## src/rtl/mlp_pkg.sv

```systemverilog
// Shared types and constants for the MLP host driver: command opcodes,
// controller states and the word counts of one weight load / one inference.
package mlp_pkg;

   typedef enum logic {
      OpInit = 1'b0,
      OpRun  = 1'b1
   } op_e;

   typedef enum logic [2:0] {
      StIdle,
      StPrefill,
      StReq,
      StStream,
      StCollect,
      StDone
   } state_e;

   localparam logic [11:0] WordsW = 12'd2048;
   localparam logic [11:0] WordsX = 12'd256;

endpackage

```

## src/rtl/mlp_sync_fifo.sv

```systemverilog
// Small synchronous prefetch FIFO with a show-ahead head word, full/empty
// flags and an occupancy count; push and pop may coincide even when full.
module mlp_sync_fifo #(
   parameter int DataWidth = 16,
   parameter int FifoDepth = 4
) (
   input  logic                         i_clk,
   input  logic                         i_clear,
   input  logic                         i_push,
   input  logic [DataWidth-1:0]         i_data,
   input  logic                         i_pop,
   output logic [DataWidth-1:0]         o_head,
   output logic                         o_full,
   output logic                         o_empty,
   output logic [$clog2(FifoDepth):0]   o_count
);

   localparam int AddrWidth = $clog2(FifoDepth);

   logic [DataWidth-1:0] r_mem [FifoDepth];
   logic [AddrWidth-1:0] r_wrPtr;
   logic [AddrWidth-1:0] r_rdPtr;
   logic [AddrWidth:0]   r_count;
   logic                 w_doPush;
   logic                 w_doPop;

   assign o_full   = (r_count == (AddrWidth+1)'(FifoDepth));
   assign o_empty  = (r_count == '0);
   assign w_doPop  = i_pop && !o_empty;
   assign w_doPush = i_push && (!o_full || w_doPop);
   assign o_head   = r_mem[r_rdPtr];
   assign o_count  = r_count;

   always_ff @(posedge i_clk) begin
      if (w_doPush) begin
         r_mem[r_wrPtr] <= i_data;
      end
   end

   always_ff @(posedge i_clk) begin
      if (i_clear) begin
         r_wrPtr <= '0;
         r_rdPtr <= '0;
         r_count <= '0;
      end else begin
         if (w_doPush) begin
            r_wrPtr <= r_wrPtr + 1'b1;
         end
         if (w_doPop) begin
            r_rdPtr <= r_rdPtr + 1'b1;
         end
         case ({w_doPush, w_doPop})
            2'b10:   r_count <= r_count + 1'b1;
            2'b01:   r_count <= r_count - 1'b1;
            default: r_count <= r_count;
         endcase
      end
   end

endmodule

```

## src/rtl/mlp_host_driver.sv

```systemverilog
// Host-side initiator for the MLP core: prefetches upstream words, performs the
// init/start handshake, feeds one word per accelerator strobe and forwards results.
module mlp_host_driver
   import mlp_pkg::*;
#(
   parameter int DataWidth = 16,
   parameter int FifoDepth = 4
) (
   input  logic                 clk_i,
   input  logic                 rst_i,
   input  logic                 cmd_valid_i,
   output logic                 cmd_ready_o,
   input  logic                 cmd_op_i,
   input  logic                 in_valid_i,
   output logic                 in_ready_o,
   input  logic [DataWidth-1:0] in_data_i,
   output logic                 out_valid_o,
   output logic [DataWidth-1:0] out_data_o,
   output logic                 done_o,
   output logic                 err_o,
   input  logic                 err_clr_i,
   output logic                 init_valid_o,
   input  logic                 init_ready_i,
   output logic                 start_valid_o,
   input  logic                 start_ready_i,
   input  logic                 result_valid_i,
   input  logic                 w_wen_i,
   input  logic                 x_wen_i,
   input  logic                 x_sel_i,
   output logic [DataWidth-1:0] wdata_o,
   input  logic [DataWidth-1:0] rdata_i
);

   localparam int CountWidth = $clog2(FifoDepth) + 1;

   state_e               r_state;
   op_e                  r_op;
   logic [11:0]          r_count;
   logic                 r_err;
   logic                 r_outValid;
   logic [DataWidth-1:0] r_outData;

   logic                  w_inStream;
   logic                  w_strobe;
   logic                  w_pop;
   logic                  w_push;
   logic                  w_underrun;
   logic                  w_inReady;
   logic                  w_fillNext;
   logic                  w_fifoClear;
   logic                  w_fifoFull;
   logic                  w_fifoEmpty;
   logic [DataWidth-1:0]  w_fifoHead;
   logic [CountWidth-1:0] w_fifoCount;
   logic [11:0]           w_countNext;
   logic                  w_handshake;

   assign w_inStream  = (r_state == StStream);
   assign w_strobe    = (r_op == OpInit) ? w_wen_i : (x_wen_i && !x_sel_i);
   assign w_pop       = w_inStream && w_strobe && !w_fifoEmpty;
   assign w_underrun  = w_inStream && w_strobe && w_fifoEmpty;
   assign w_push      = in_valid_i && w_inReady;
   assign w_fifoClear = rst_i || (r_state == StDone);
   assign w_countNext = r_count + 12'd1;
   assign w_handshake = (r_op == OpInit) ? init_ready_i : start_ready_i;

   // Leave Prefill on the edge that makes the FIFO full, so an always-ready
   // upstream spends exactly FifoDepth cycles here.
   assign w_fillNext = w_fifoFull ||
                       (w_push && (w_fifoCount == CountWidth'(FifoDepth - 1)));

   always_comb begin
      w_inReady = 1'b0;
      case (r_state)
         StPrefill: w_inReady = !w_fifoFull;
         StStream:  w_inReady = !w_fifoFull || w_pop;
         default:   w_inReady = 1'b0;
      endcase
   end

   mlp_sync_fifo #(
      .DataWidth(DataWidth),
      .FifoDepth(FifoDepth)
   ) u_fifo (
      .i_clk  (clk_i),
      .i_clear(w_fifoClear),
      .i_push (w_push),
      .i_data (in_data_i),
      .i_pop  (w_pop),
      .o_head (w_fifoHead),
      .o_full (w_fifoFull),
      .o_empty(w_fifoEmpty),
      .o_count(w_fifoCount)
   );

   assign cmd_ready_o   = (r_state == StIdle);
   assign in_ready_o    = w_inReady;
   assign init_valid_o  = (r_state == StReq) && (r_op == OpInit);
   assign start_valid_o = (r_state == StReq) && (r_op == OpRun);
   assign done_o        = (r_state == StDone);
   assign err_o         = r_err;
   assign out_valid_o   = r_outValid;
   assign out_data_o    = r_outData;
   assign wdata_o       = w_pop ? w_fifoHead : '0;

   // Collect stops counting at WordsX and spends one more cycle so done_o
   // lands the cycle after the last out_valid_o.
   always_ff @(posedge clk_i) begin
      if (rst_i) begin
         r_state    <= StIdle;
         r_op       <= OpInit;
         r_count    <= '0;
         r_err      <= 1'b0;
         r_outValid <= 1'b0;
         r_outData  <= '0;
      end else begin
         r_outValid <= 1'b0;
         if (w_underrun) begin
            r_err <= 1'b1;
         end else if (err_clr_i) begin
            r_err <= 1'b0;
         end
         case (r_state)
            StIdle: begin
               if (cmd_valid_i) begin
                  r_op    <= op_e'(cmd_op_i);
                  r_state <= StPrefill;
               end
            end
            StPrefill: begin
               if (w_fillNext) begin
                  r_state <= StReq;
               end
            end
            StReq: begin
               if (w_handshake) begin
                  r_count <= '0;
                  r_state <= StStream;
               end
            end
            StStream: begin
               if (w_strobe) begin
                  r_count <= w_countNext;
                  if ((r_op == OpInit) && (w_countNext == WordsW)) begin
                     r_state <= StDone;
                  end else if ((r_op == OpRun) && (w_countNext == WordsX)) begin
                     r_count <= '0;
                     r_state <= StCollect;
                  end
               end
            end
            StCollect: begin
               if (r_count == WordsX) begin
                  r_state <= StDone;
               end else if (result_valid_i) begin
                  r_count    <= w_countNext;
                  r_outValid <= 1'b1;
                  r_outData  <= rdata_i;
               end
            end
            StDone: begin
               r_state <= StIdle;
            end
            default: begin
               r_state <= StIdle;
            end
         endcase
      end
   end

endmodule

```

## config.mk

```make
export PLATFORM = sky130hd
export DESIGN_NAME = mlp_host_driver
export DESIGN_NICKNAME = d
export VERILOG_FILES = /design/src/rtl/mlp_pkg.sv /design/src/rtl/mlp_sync_fifo.sv /design/src/rtl/mlp_host_driver.sv
export SDC_FILE = /design/constraint.sdc
export NUM_CORES = 1
export LEC_CHECK = 0
export CORE_UTILIZATION = 49
export CTS_CLUSTER_DIAMETER = 120
export DETAILED_ROUTE_END_ITERATION = 10
export PLACE_DENSITY_LB_ADDON = 0.1
export SYNTH_ARGS = -nofsm -noshare
export SYNTH_HDL_FRONTEND = slang
export SYNTH_SLANG_ARGS = --single-unit
```

## constraint.sdc

```tcl
create_clock -name clk_i -period 4.09 [get_ports clk_i]
set_clock_uncertainty 0.2 [all_clocks]
set_input_delay 0.818 -clock clk_i [delete_from_list [all_inputs] [get_ports clk_i]]
set_output_delay 0.818 -clock clk_i [all_outputs]
set_load 0.01 [all_outputs]
```

### Word level (Yosys, flattened, before mapping)

Memories as Yosys holds them, arrays and structs flattened. A register that Yosys moved wholly into a read port is not among the register bits.
Index checks and enable logic that the tools add are counted.

* add/subtract/negate cells: 5
* multipliers: 0
* divide/modulo/power cells: 0
* order comparisons: 0
* equal/unequal tests: 20
* shifts and indexed selects: 0
* multiplexer cells: 27
* bitwise logic cells: 3
* reductions and logical operators: 29

Operator list (count)
* 2-to-1 mux 12 bit: 6
* one-hot mux 12 bit (3 select lines): 1
* == test 12 x 9 -> 1 bit, second input constant: 2
* 2-to-1 mux 3 bit: 7
* 2-to-1 mux 16 bit: 1
* one-hot mux 3 bit (5 select lines): 1
* adder 12 x 1 -> 12 bit, second input constant: 1
* == test 12 bit, second input constant: 1
* logical AND 1 bit: 12
* != test 2 bit, second input constant: 6
* == test 3 x 2 -> 1 bit, second input constant: 3
* == test 3 bit, second input constant: 3
* 2-to-1 mux 1 bit: 7
* logical NOT 3 bit: 2
* one-hot mux 3 bit (2 select lines): 1
* AND reduction 6 bit: 1
* AND reduction 5 bit: 1
* adder 2 x 1 -> 2 bit, second input constant: 2
* logical OR 1 bit: 4
* 2-to-1 mux 2 bit: 2
* nonzero test 2 bit: 2
* adder 3 x 1 -> 3 bit, second input constant: 1
* == test 3 x 1 -> 1 bit, second input constant: 1
* logical NOT 1 bit: 3
* 11 further kinds: 13

* flip-flop bits (word level): 41
* bits in latches: 0
* memory bits (writable): 64
* ROM bits: 0
* input port bits: 44
* logic and storage cells: 94
* memories: 1

Memories
* u_fifo.r_mem: depth 4, bits a word 16, read ports 1, clocked after Yosys merged registers in 1, write ports 1, line mlp_sync_fifo.sv:20 `logic [DataWidth-1:0] r_mem [FifoDepth];`

### Longest topological paths before layout

* depth in word-level cells: 12
* mapped depth: 12
* gate-level depth less buffers: 11

### By module

A second synthesis with hierarchy kept.

* cells, all modules: 384
* area total of the unflattened synthesis: 4819.6 µm²

By module, submodules not included
* mlp_sync_fifo: times used 1, cells an instance 138, area an instance 2830.2 µm², sequential area each 2102.0 µm²
* mlp_host_driver: times used 1, cells an instance 246, area an instance 1989.4 µm², sequential area each 680.7 µm²

### Worst setup path before layout

No wires, ideal clock.

* path type: input to register
* start: input x_sel_i
* end: register u_fifo.r_count[2] (netlist: u_fifo.o_count[2])
* data arrival time: 3.108 ns
* required time: 3.818 ns
* setup slack: 0.711 ns
* stages on the path: 10
* cells stage by stage: nand3b_1 > and2_1 > nor3_1 > clkbuf_1 > ha_1 > inv_1 > fa_1 > xor2_1 > or3_1 > a21oi_1

* elaborated cells between the ends (all ways): 15

RTL lines
* from (decl): line mlp_host_driver.sv:29 `input logic x_sel_i,`
* logical NOT 1 bit (*): line mlp_host_driver.sv:59 `assign w_strobe = (r_op == OpInit) ? w_wen_i : (x_wen_i && !x_sel_i);`
* logical AND 1 bit (*): line mlp_host_driver.sv:59
* 2-to-1 mux 1 bit (*): line mlp_host_driver.sv:59
* logical AND 1 bit (*) (2 in series): line mlp_host_driver.sv:60 `assign w_pop = w_inStream && w_strobe && !w_fifoEmpty;`
* logical AND 1 bit (*): line mlp_sync_fifo.sv:29 `assign w_doPop = i_pop && !o_empty;`
* named net u_fifo.w_doPop: line mlp_sync_fifo.sv:25 `logic w_doPop;`
* logical OR 1 bit: line mlp_sync_fifo.sv:30 `assign w_doPush = i_push && (!o_full || w_doPop);`
* logical AND 1 bit: line mlp_sync_fifo.sv:30
* == test 2 x 1 -> 1 bit or == test 2 bit (tied branches): line mlp_sync_fifo.sv:52 `case ({w_doPush, w_doPop})`
* one-hot mux 3 bit (2 select lines) or nonzero test 2 bit (tied branches)
* to (signal assigned): line mlp_sync_fifo.sv:53 `2'b10: r_count <= r_count + 1'b1;`
* to (signal assigned): line mlp_sync_fifo.sv:54 `2'b01: r_count <= r_count - 1'b1;`
* to (signal assigned): line mlp_sync_fifo.sv:55 `default: r_count <= r_count;`
* to (decl): line mlp_sync_fifo.sv:23 `logic [AddrWidth:0] r_count;`

The timed path passes the listed nets; every way through them passes the cells marked *.
A chain may end at the register's enable or synchronous reset.

### Worst setup path after layout

* start: input x_sel_i
* end: output wdata_o[15]

* word-level cells in the longest chain between the ends: 6

Ends and longest elaborated chain
* logical NOT 1 bit: line mlp_host_driver.sv:59
* logical AND 1 bit: line mlp_host_driver.sv:59
* 2-to-1 mux 1 bit: line mlp_host_driver.sv:59
* logical AND 1 bit (2 in series): line mlp_host_driver.sv:60
* 2-to-1 mux 16 bit: line mlp_host_driver.sv:104 `assign wdata_o = w_pop ? w_fifoHead : '0;`
* to (decl): line mlp_host_driver.sv:30 `output logic [DataWidth-1:0] wdata_o,`

No other way between the ends.

==> results.py <==
metrics = {
    "sta": {
        "finalHoldViolCount": 0,
        "post-route-min-period_ps": 3779,
        "fmax_ghz": 0.2646,
        "timing.final.ws_setup_ps": 310.7,
        "rsz0062_at_grt": "false",
        "finalCritPeriodShare_pct": 92.40,
        "whs_ps": 308.3,
        "slew_headroom_pct": 48.08,
        "setup_tns_ps": 0,
        "final-setup-viol-count": 0,
        "worstMarginPinSlew_ps": 777.7,
        "drv_slew": 0,
    },
    "floorplan": {
        "num_rows": 35,
        "die_w_microns": 101.3,
        "start_util_pct": 51.35,
        "die_y_microns": 101.3,
        "dieArea_sq_um": 10270,
        "ios": 83,
        "coreArea_sq_um": 9415,
    },
    "placement": {
        "dp_slack_ps": 247.3,
        "placed_cell_area_sq_um": 5804,
        "hpwl_microns": 6635,
        "port_buffers": 82,
        "dp_cells": 579,
        "gp_congestion": 0.9022,
    },
    "power": {
        "cellLeakagePower_uw": 0.001972,
        "powerDensity_nw_per_um2": 330.0,
        "ir_drop_mv": 0.1606,
    },
    "clock_network": {
        "cts_resized": 0,
        "cts_root_buf": "clkbuf_8",
        "ctsHoldBuffers": 0,
        "clkLatencyLatePin_ps": 370,
        "clk_pin_slew_ps": 100,
        "cts_setup_buffers": 0,
        "cts_sinks": 107,
        "cts_tree": "done",
        "numCtsBuffers": 9,
        "clk_path_buf_depth": 2,
        "htreeDepth": 3,
    },
    "setup_path": {
        "worstPathArrival_ps": 2760,
        "worstSetupEndpointType": "output port",
        "start_kind": "input port",
        "cp_max_fo": 18,
        "cp.required_ps": 3070,
        "critPathKind": "input port to output port",
    },
    "routing": {
        "wl_microns": 9690,
        "via_count": 3298,
        "wl_per_cell_microns": 16.29,
        "drt_first_pass_iters": 4,
        "ant_nets": 0,
        "drc": 0,
        "via_per_inst": 5.543,
        "drtIter0Drc": 152,
    },
    "logic_synthesis": {
        "ys_seq_elements": 107,
        "yosysTopAreaCell": "edfxtp_1",
        "syn_nets": 433,
        "synth_edf_count": 64,
        "synth_area_leaders": "edfxtp_1 40%, dfxtp_1 18%, mux4_2 7.5%, mux2i_1 3.7%, nor2_1 2.9%",
        "yosys.area.top_type_share_pct": 39.75,
        "synth_area_sq_um": 4835,
        "seq_area_frac_synth_pct": 57.56,
        "avgSynthCellArea_sq_um": 12.72,
        "synth_async_sr_flop_share_pct": 0,
        "synthCells": 380,
        "ys_warn_count": 0,
        "synthFlopType": "edfxtp_1",
        "ys_types": 55,
    },
    "job": {
        "cap_violations": 0,
    },
    "final_layout": {
        "n_antenna_cell": 0,
        "fin_nets": 514,
        "final_common_cell": "clkdlybuf4s50_1",
        "area_delta_synth_final_pct": 24.12,
        "final_cell_mix": "82 x clkdlybuf4s50_1, 64 x edfxtp_1, 43 x dfxtp_1",
        "stdcell_count": 595,
        "drive_gt1_share_pct": 12.23,
        "design_area_sq_um": 6001,
    },
    "global_route": {
        "grt_pass1_wl_microns": 15780,
        "grt_antenna_before_repair": 0,
        "grt_max_degree": 33,
        "track_usage_pct": 20.23,
        "grt_pass1_vias": 3209,
        "grt_overflow": 0,
    },
    "worst_hold_path": {
        "hold_class": "flop to flop",
    },
    "status": {
        "status": "finished, final reports clean",
    },
}
==> stage by stage <==
stage	utilization, %	total power (uW)
final	63.73	1980
after detailed placement	61.65	1359
after global placement	61.65	1354
after CTS	63.73	2004
after floorplan	-	1273
after global routing	63.73	2062
==> kinds of logic (layout without fill, tap and decap cells) <==
family / Yosys count / after routing / synth area share (%)
XOR/XNOR: 7 / 7 / 1.268
flip-flops: 107 / 107 / 57.56
AND/OR/NAND/NOR: 131 / 131 / 14.75
multiplexers: 34 / 34 / 11.18
AO/OA/AOI/OAI: 58 / 58 / 9.472
buffers and inverters: 34 / 120 / 3.287
adder cells (fa/ha/maj): 9 / 9 / 2.485
==> state kept, by name, summed over array words and instances (netlist names), named ones only <==
signal          flops
err_o               1
u_fifo.r_mem       64
u_fifo.o_count      3
r_count            12
u_fifo.r_wrPtr      2
out_data_o         16
r_state             3
u_fifo.r_rdPtr      2
out_valid_o         1
r_op                1
==> routing by layer <==
metal,GRT usage [%],wire (microns),up-vias
met5,0,0,-
met4,5.017,48,0
met3,4.831,357,4
met2,36.58,5041,72
met1,24.29,4242,1630
li1,-,-,1592
==> critical path, cell delays in order <==
cell and delay, ps:
clkdlybuf4s50_1 380, nand3b_1 230, and2_1 240, nor3_2 150, buf_4 250, and2_1 160, clkdlybuf4s50_1 530
==> cell usage after synthesis (all sizes together), types with 8 or more instances <==
cell,number
a211oi,8
a21oi,19
a32o,8
and2,20
buf,16
dfxtp,43
edfxtp,64
ha,8
inv,11
mux2i,18
mux4,16
nand2,14
nand3,9
nor2,37
nor3,14
==> final cells by class <==
| type | instances | area, sq um |
|---|---|---|
| clock buffers | 9 | 123.9 |
| clock inverters | 7 | 72.57 |
| fillers | 781 | 3415 |
| inverters | 11 | 41.29 |
| multi-input cells | 239 | 1916 |
| flip-flops and latches | 107 | 2783 |
| well taps | 129 | 161.4 |
| repair buffers | 93 | 903.4 |
==> final timing paths <==
kind / cells past startpoint / end / slack (ps) / startpoint
min: 2 / out_data_o[11]$_SDFFE_PP0P_ / 310 / out_data_o[11]$_SDFFE_PP0P_
max: 7 / wdata_o[15] / 310 / x_sel_i
min reg2reg: 2 / out_data_o[11]$_SDFFE_PP0P_ / 310 / out_data_o[11]$_SDFFE_PP0P_
max reg2reg: 12 / u_fifo.o_count[2]$_SDFFE_PP0P_ / 1000 / r_op$_SDFFE_PP0P_
==> report_power, final <==
part / leakage [uW] / internal [uW] / switching, uW
logic: 0.000949 / 81.5 / 74.0
registers: 0.000926 / 1160 / 16.5
clock network: 0.0000974 / 244 / 403
(Power assumes the default switching activity.)
